<file path="config.mk">
export PLATFORM = sky130hd
export DESIGN_NAME = normalize_significand
export DESIGN_NICKNAME = d
export VERILOG_FILES = /design/src/rtl/normalize_significand.sv
export SDC_FILE = /design/constraint.sdc
export NUM_CORES = 1
export LEC_CHECK = 0
export ABC_AREA = 1
export ABC_CLOCK_PERIOD_IN_PS = 1630
export BUFFER_PORTS_ARGS = -buffer_cell sky130_fd_sc_hd__buf_4
export CAP_MARGIN = 10
export CELL_PAD_IN_SITES_DETAIL_PLACEMENT = 2
export CELL_PAD_IN_SITES_GLOBAL_PLACEMENT = 2
export CORE_MARGIN = 2
export CORE_UTILIZATION = 25
export CTS_CLUSTER_SIZE = 10
export DETAILED_ROUTE_END_ITERATION = 8
export PLACE_DENSITY = 0.79
export SLEW_MARGIN = 20
export SYNTH_ARGS = -nofsm -noshare
export SYNTH_HDL_FRONTEND = slang
export SYNTH_SLANG_ARGS = --single-unit
</file>
<file path="constraint.sdc">
create_clock -name clk -period 1.63 [get_ports clk]
set_input_delay 0.326 -clock clk [delete_from_list [all_inputs] [get_ports clk]]
set_output_delay 0.326 -clock clk [all_outputs]
set_load 0.01 [all_outputs]
</file>
<file path="src/rtl/normalize_significand.sv">
// normalize_significand
// Post-addition normalizer for a floating-point adder. Takes the raw magnitude sum
// {carry, hidden, fraction} and the common exponent, and produces a normalized fraction
// (hidden bit stripped) with an adjusted exponent. A carry-out is handled in one step by a
// right shift. Cancellation is handled by one left shift per cycle until the hidden bit is
// set, or until the exponent would drop below 1, in which case the result is flushed to zero.
//
// Ports:
//   clk, rst_n           clock, asynchronous active-low reset
//   in_valid / in_ready  upstream handshake; in_ready is high only while idle
//   sum_in               raw adder magnitude, SIG_W+2 bits {carry, hidden, fraction}
//   exp_in, sign_in      common biased exponent and result sign
//   out_valid/out_ready  downstream handshake; out_valid is high only while a result is held
//   sig_out, exp_out     normalized fraction (no hidden bit) and adjusted exponent
//   sign_out             registered sign
//   overflow, underflow  exponent saturated to all-ones / result flushed to zero
module normalize_significand #(
  parameter int unsigned SIG_W = 23,
  parameter int unsigned EXP_W = 8
) (
  input  logic             clk,
  input  logic             rst_n,
  input  logic             in_valid,
  output logic             in_ready,
  input  logic [SIG_W+1:0] sum_in,
  input  logic [EXP_W-1:0] exp_in,
  input  logic             sign_in,
  output logic             out_valid,
  input  logic             out_ready,
  output logic [SIG_W-1:0] sig_out,
  output logic [EXP_W-1:0] exp_out,
  output logic             sign_out,
  output logic             overflow,
  output logic             underflow
);

  localparam logic [EXP_W-1:0] ExpMax = '1;
  localparam logic [EXP_W-1:0] ExpOne = EXP_W'(1);

  typedef enum logic [1:0] {StIdle, StShift, StDone} state_e;

  state_e           state_q, state_d;
  // Working sum without the carry bit: once accepted, the carry is already folded in.
  logic [SIG_W:0]   sum_q, sum_d;
  logic [EXP_W-1:0] exp_q, exp_d;
  logic             sign_q, sign_d;
  logic             ovf_q, ovf_d;
  logic             unf_q, unf_d;
  logic [EXP_W-1:0] exp_inc;

  always_comb begin
    state_d = state_q;
    sum_d   = sum_q;
    exp_d   = exp_q;
    sign_d  = sign_q;
    ovf_d   = ovf_q;
    unf_d   = unf_q;
    exp_inc = exp_in + ExpOne;

    unique case (state_q)
      StIdle: begin
        if (in_valid) begin
          sign_d  = sign_in;
          ovf_d   = 1'b0;
          unf_d   = 1'b0;
          state_d = StDone;
          if (exp_in == ExpMax) begin
            // Input already at infinity exponent: saturate.
            sum_d = '0;
            exp_d = ExpMax;
            ovf_d = 1'b1;
          end else if (sum_in[SIG_W+1]) begin
            exp_d = exp_inc;
            if (exp_inc == ExpMax) begin
              sum_d = '0;
              ovf_d = 1'b1;
            end else begin
              // Truncating right shift, LSB dropped.
              sum_d = sum_in[SIG_W+1:1];
            end
          end else if (sum_in == '0) begin
            sum_d = '0;
            exp_d = '0;
          end else begin
            sum_d = sum_in[SIG_W:0];
            exp_d = exp_in;
            if (!sum_in[SIG_W]) begin
              state_d = StShift;
            end
          end
        end
      end

      StShift: begin
        if (sum_q[SIG_W]) begin
          state_d = StDone;
        end else if (exp_q > ExpOne) begin
          sum_d = {sum_q[SIG_W-1:0], 1'b0};
          exp_d = exp_q - ExpOne;
        end else begin
          sum_d   = '0;
          exp_d   = '0;
          unf_d   = 1'b1;
          state_d = StDone;
        end
      end

      StDone: begin
        if (out_ready) begin
          state_d = StIdle;
        end
      end

      default: state_d = StIdle;
    endcase
  end

  always_ff @(posedge clk or negedge rst_n) begin
    if (!rst_n) begin
      state_q <= StIdle;
      sum_q   <= '0;
      exp_q   <= '0;
      sign_q  <= 1'b0;
      ovf_q   <= 1'b0;
      unf_q   <= 1'b0;
    end else begin
      state_q <= state_d;
      sum_q   <= sum_d;
      exp_q   <= exp_d;
      sign_q  <= sign_d;
      ovf_q   <= ovf_d;
      unf_q   <= unf_d;
    end
  end

  assign in_ready  = (state_q == StIdle);
  assign out_valid = (state_q == StDone);
  assign sig_out   = sum_q[SIG_W-1:0];
  assign exp_out   = exp_q;
  assign sign_out  = sign_q;
  assign overflow  = ovf_q;
  assign underflow = unf_q;

endmodule

</file>
# Yosys cells after proc, flatten, opt, wreduce, memory -nomap -nowiden
# Cells that the tools add are included.
# word_totals
elab_cells	58
register_bits	37
output_inout_bits	36
inputBits	38
# op_classes
n_mux	31
n_reduce_logical	8
add_sub_neg	2
eq_ne	9
n_lt_le_gt_ge	1
# ops
cell	n
24-bit 2-to-1 mux	7
8-bit 2-to-1 mux	6
24-bit case mux with 2 select lines	1
25-bit zero test	1
8-bit == test (second input constant)	2
2-bit 2-to-1 mux	8
8-bit case mux with 2 select lines	1
8-bit by 1-bit adder with 8-bit output (second input constant)	1
8-bit by 1-bit greater-than comparator with 1-bit output (second input constant)	1
8-bit by 1-bit subtractor with 8-bit output (second input constant)	1
1-bit 2-to-1 mux	6
2-bit != test (second input constant)	3
2-bit case mux with 3 select lines	1
3-bit AND reduction	2
2-bit AND reduction	2
4-bit AND reduction	1
3-bit != test (second input constant)	1
2-bit by 1-bit == test with 1-bit output (second input constant)	1
2-bit == test (second input constant)	1
2-bit zero test	1
2-bit by 1-bit != test with 1-bit output (second input constant)	1
1-bit case mux with 2 select lines	1
2-bit nonzero test	1

# Longest topological paths before layout
# logic_depth
depth_word	7
ltp_mapped	11
depth_no_buf	10

# Worst setup path before layout
# No wires, ideal clock.
# synth_timing
path_kind	reg-to-reg
startpoint	register exp_q[0], in the netlist exp_out[0]
endpoint	register sum_q[22]
stages_incl_launch_ff	11
path_slack_ns	-0.118
t_required_ns	1.559
t_arrival_ns	1.677
n_path_buf	1
setup_time_ns	0.071
period_less_slack_ns	1.748
path_cell_list	dfrtp_1 inv_1 ha_1 o21ai_0 nor2_1 nor2_2 buf_2 nand3_1 nand2_1 a21oi_2 nor2_1
# synth_via
elab_chain_len	4
# synth_rtl
element	line_no	text
from (decl)	45	logic [EXP_W-1:0] exp_q, exp_d;
from (signal assigned)	129	exp_q <= exp_d;
8-bit by 1-bit greater-than comparator with 1-bit output	97	end else if (exp_q > ExpOne) begin
24-bit 2-to-1 mux	97	
24-bit 2-to-1 mux	95	if (sum_q[SIG_W]) begin
24-bit case mux with 2 select lines	60	unique case (state_q)
to (signal assigned)	128	sum_q <= sum_d;
to (decl)	44	logic [SIG_W:0] sum_q, sum_d;
# No other way between the ends. The select of a mux whose other input is x is not followed.
# A chain may end at the register's enable or synchronous reset.

# Worst setup path in the final report
# layout_timing
startpoint	register exp_q[0], in the netlist exp_out[0]
endpoint	register exp_q[4], in the netlist exp_out[4]
# layout_via
elab_chain_len	4
word_cells_on_any_way	5
classes_between	add/sub: 1; order compare: 1; mux: 3
# layout_rtl
element	line_no
8-bit by 1-bit subtractor with 8-bit output / 8-bit by 1-bit greater-than comparator with 1-bit output (equally long branches)	99, 97
8-bit 2-to-1 mux *	97
8-bit 2-to-1 mux *	95
8-bit case mux with 2 select lines *	60
# Mark *: on every way between the ends. The rest lies on a longest branch, timed or not. The select of a mux whose other input is x is not followed.

==> summary by stage <==
Hold path
The worst min-delay path class is input port to asynchronous set/reset pin.

Floorplanning
The total die area is 12730 um2. The die outline width is 112.8 um. The site row count is 39. The initial cell density of the core is 25.83%. In this run the count of I/O pins placed on the die edge is 74.

The die outline height is 112.8 um. After floorplanning, the core was sized to cover 11470 um2.

Layout
Fill cells in the final layout number 1368. The total area of sequential cells is 927.1 um2. Once layout is done, the placed cells without fillers occupy 4240 um2. In the final layout, the multi-input gates occupy 1834 um2. The net count of the finished layout is 599. Relative to the synthesized area, the layout overhead comes to 43.18%. The antenna diode count is 0. Of the cells placed in the final design, the portion with a size suffix greater than 1 is 35.55%.

Global routing
The number of antenna violations at the first check in global routing was 0. Global routing finished with a remaining overflow of 0. The global-route wire length before repair is 19880 um. Global routing used 19.54% of the available tracks. The number of global-route vias before repair is 3733.

The pin count of the biggest net entering global routing is 38.

Power
After layout, the design draws a total of 6.645 mW. For this design the static power due to leakage is 1.999 nW. The maximum ir drop on the vdd rail is 0.0007734 V. Dividing total power by cell area gives a power density of 1567 nW/um2.

Logic synthesis
The average size of a mapped cell is 6.235 um2. The cell count after synthesis came out at 475. The total of warnings raised by yosys is 0. The post-synth net total is 517. The number of distinct library cells after synthesis is 29. The number of storage elements in the synthesis netlist is 37. The netlist area before placement is 2962 um2. The share of synthesized area occupied by flip-flops and latches is 31.26%.

Clocking
The clock root buffer is sky130_fd_sc_hd__clkbuf_16. The H-tree was split into 2 levels. The hold-fix buffer count after cts is 0. The worst-skew pair later-pin latency is 0.29 ns. The clock drives 37 sinks.

The number of buffers on the longest clock path is 2. The number of CTS-inserted buffers is 5. Clock-pin slew was measured on the worst setup and hold paths at 0.06 ns. TritonCTS built the clock tree.

Timing
In the post-route analysis, the smallest setup slack over all paths is -0.1186 ns. The worst-margin pin slew is 0.5568 ns. The headroom to the max-slew limit is 62.88%. The number of max-slew violations in the final report is 0.

Dividing the final minimum period by the clock period gives 107.3%. Subtracting the final worst setup slack from the clock period gives 1.749 ns. Setup violations remaining at the end of the flow were counted as 29. Setup repair after global routing could not meet its margin everywhere.

Setup total negative slack on the finished layout was measured at -1.615 ns. The maximum operating frequency is 571.9 MHz. The hold violation count in the final report is 0. Across the routed clock network, the largest skew measured is 0.008227 ns.

Route
The post-detailed-route via-to-cell ratio is 4.956. The number of violations reported at the end of detailed-routing iteration 0 is 86. In the routed design, unresolved DRC markers number 0. For this block, the via count after detailed routing is 3469. The average wire per cell in the routed design is 18.72 um. The first TritonRoute pass finished after 4 iterations.

The total wire length is 13110 um. The number of routed nets with antenna violations is 0.

Critical path
The startpoint of the worst-slack reg-to-reg timing path is exp_out[0]$_DFFE_PN0P_. STA puts the critical path data arrival time at 1.97 ns. The worst setup path is captured at a register. The reg-to-reg endpoint is exp_out[4]$_DFFE_PN0P_. The type of element launching the critical path is a register. The flop-to-flop setup slack is -0.12 ns.

In this run the worst path has a maximum fanout of 4. The critical path data required time is 1.85 ns. By startpoint and endpoint, the worst setup path is classified as register to register. The number of cells on the worst reg-to-reg path is 9.

Placement
The weighted congestion reported at the end of routability-driven placement is 0.8303. In this run the tool buffered the top-level ports with 73 buffer cells. The total cell area at the placement stage is 3730 um2. Detailed placement finished with a half-perimeter wire length of 8790 um.

Outcome
The checks that failed: setup timing. The flow ran to the end, but the final reports show violations.

Run
The tool flagged a number of max-cap violations equal to 0.
[per-stage QoR]
| stage | setup slack (ns) | hold slack [ns] | util [%] | std cells |
|---|---|---|---|---|
| final | -0.1186 | 0.02163 | 36.98 | 700 |
| after global routing | -0.2057 | 0.06090 | 36.98 | 700 |
| after CTS | -0.06929 | 0.05087 | 34.94 | 697 |
| after detailed placement | -0.2278 | 0.3578 | 32.53 | 682 |
| after global placement | -0.09717 | 0.3489 | 32.53 | 682 |
| after floorplan | 0.008260 | 0.03041 | - | 475 |
[worst max-delay path by stage]
stage / start / to / slack, ns / cells after the start
2_1_floorplan: exp_out[0]$_DFFE_PN0P_ / sum_q[22]$_DFFE_PN0P_ / 0.008 / 10
3_3_place_gp: exp_in[0] / sum_q[17]$_DFFE_PN0P_ / -0.1 / 11
3_5_place_dp: exp_in[0] / sum_q[15]$_DFFE_PN0P_ / -0.23 / 10
4_1_cts: exp_out[0]$_DFFE_PN0P_ / sum_q[10]$_DFFE_PN0P_ / -0.07 / 11
5_1_grt: exp_out[0]$_DFFE_PN0P_ / exp_out[4]$_DFFE_PN0P_ / -0.21 / 9
6_report: exp_out[0]$_DFFE_PN0P_ / exp_out[4]$_DFFE_PN0P_ / -0.12 / 9
[synthesized netlist by cell type]
| cell | number | share of area, % |
|---|---|---|
| sky130_fd_sc_hd__nand2_1 | 85 | 11 |
| sky130_fd_sc_hd__nand3_1 | 40 | 6.8 |
| sky130_fd_sc_hd__nand4_1 | 5 | 1.1 |
| sky130_fd_sc_hd__a21oi_1 | 33 | 5.6 |
| sky130_fd_sc_hd__a21oi_2 | 5 | 1.5 |
| sky130_fd_sc_hd__buf_6 | 2 | 0.76 |
| sky130_fd_sc_hd__clkbuf_1 | 4 | 0.51 |
| sky130_fd_sc_hd__nor2_1 | 127 | 16 |
| sky130_fd_sc_hd__nand2_2 | 3 | 0.63 |
| sky130_fd_sc_hd__inv_2 | 1 | 0.13 |
| sky130_fd_sc_hd__buf_2 | 8 | 1.4 |
| sky130_fd_sc_hd__xnor2_1 | 1 | 0.30 |
| sky130_fd_sc_hd__nor3_1 | 23 | 3.9 |
| sky130_fd_sc_hd__a31oi_1 | 3 | 0.63 |
| sky130_fd_sc_hd__nor2_2 | 3 | 0.63 |
| sky130_fd_sc_hd__xor2_1 | 1 | 0.30 |
| sky130_fd_sc_hd__o21ai_1 | 1 | 0.17 |
| sky130_fd_sc_hd__o21bai_1 | 1 | 0.25 |
| sky130_fd_sc_hd__nor3b_1 | 1 | 0.25 |
| sky130_fd_sc_hd__nand3_2 | 1 | 0.34 |
| sky130_fd_sc_hd__dfrtp_1 | 37 | 31 |
| sky130_fd_sc_hd__o211ai_1 | 1 | 0.25 |
| sky130_fd_sc_hd__o21ai_0 | 13 | 2.2 |
| sky130_fd_sc_hd__ha_1 | 4 | 1.7 |
| sky130_fd_sc_hd__buf_4 | 25 | 6.3 |
| sky130_fd_sc_hd__inv_1 | 40 | 5.1 |
| sky130_fd_sc_hd__buf_1 | 4 | 0.51 |
| sky130_fd_sc_hd__nor2_4 | 1 | 0.38 |
| sky130_fd_sc_hd__or2_2 | 2 | 0.42 |
[sequential cells by signal, indices dropped and copies added, names as in the netlist]
signal     count
state_q        2
sum_q         24
overflow       1
exp_out        8
underflow      1
sign_out       1
[power breakdown]
part,internal (mW),switching [mW],total (mW)
registers,1.35,0.433,1.78
logic,1.71,2.14,3.84
clock network,0.601,0.417,1.02
[layer usage]
metal  track usage (%)  vias to the layer above  wire length [um]
met1             24.21                     1743              5781
li1                  -                     1647                 -
met5                 0                        -                 0
met2             35.45                       59              6737
met4             5.610                        0               282
met3             2.517                       20               305
[layout make-up]
class | count | share of cell area, %
clock buffer | 6 | 3.275
timing repair buffer | 118 | 23.52
clock inverter | 1 | 0.1770
sequential | 37 | 21.86
tap | 143 | 4.220
multi-input combinational | 354 | 43.26
inverter | 41 | 3.688
[worst max-delay path, stage by stage, from the launching register on]
cell and delay (ns):
sky130_fd_sc_hd__dfrtp_2 0.45, sky130_fd_sc_hd__inv_4 0.09, sky130_fd_sc_hd__ha_4 0.16, sky130_fd_sc_hd__buf_4 0.13
sky130_fd_sc_hd__nor3b_4 0.20, sky130_fd_sc_hd__buf_6 0.13, sky130_fd_sc_hd__buf_4 0.11, sky130_fd_sc_hd__xor2_2 0.20
sky130_fd_sc_hd__a21oi_2 0.09, sky130_fd_sc_hd__a21oi_2 0.11
[logic make-up (layout without fill, tap and decap cells)]
| kind of cell | after synthesis | count (layout) | share of synthesized area, % |
|---|---|---|---|
| simple gates | 291 | 291 | 41.23 |
| buf+inv | 84 | 166 | 14.66 |
| compound gates | 57 | 57 | 10.56 |
| flops | 37 | 37 | 31.26 |
| fa+ha+maj | 4 | 4 | 1.690 |
| xor+xnor | 2 | 2 | 0.5916 |
[cells in the final DEF, fill, tap and decap left out, drive strengths merged]
master / instances
a21oi: 38
clkbuf: 7
nor3b: 1
nand2: 88
xnor2: 1
o21bai: 1
clkinvlp: 1
nor3: 23
or2: 2
inv: 41
xor2: 1
o21ai: 14
nand3: 41
buf: 117
nor2: 131
nand4: 5
ha: 4
a31oi: 3
o211ai: 1
dfrtp: 37
[repair_timing]
| action | in CTS | in global routing |
|---|---|---|
| cloned | 1 | 1 |
| resized for setup | 17 | 57 |
| hold endpoints to repair | 0 | 0 |
| buffers inserted | 7 | 3 |
| pin swaps | 5 | 15 |
| endpoints found under the setup margin | 33 | 33 |
Power figures use the tool's default switching activity.
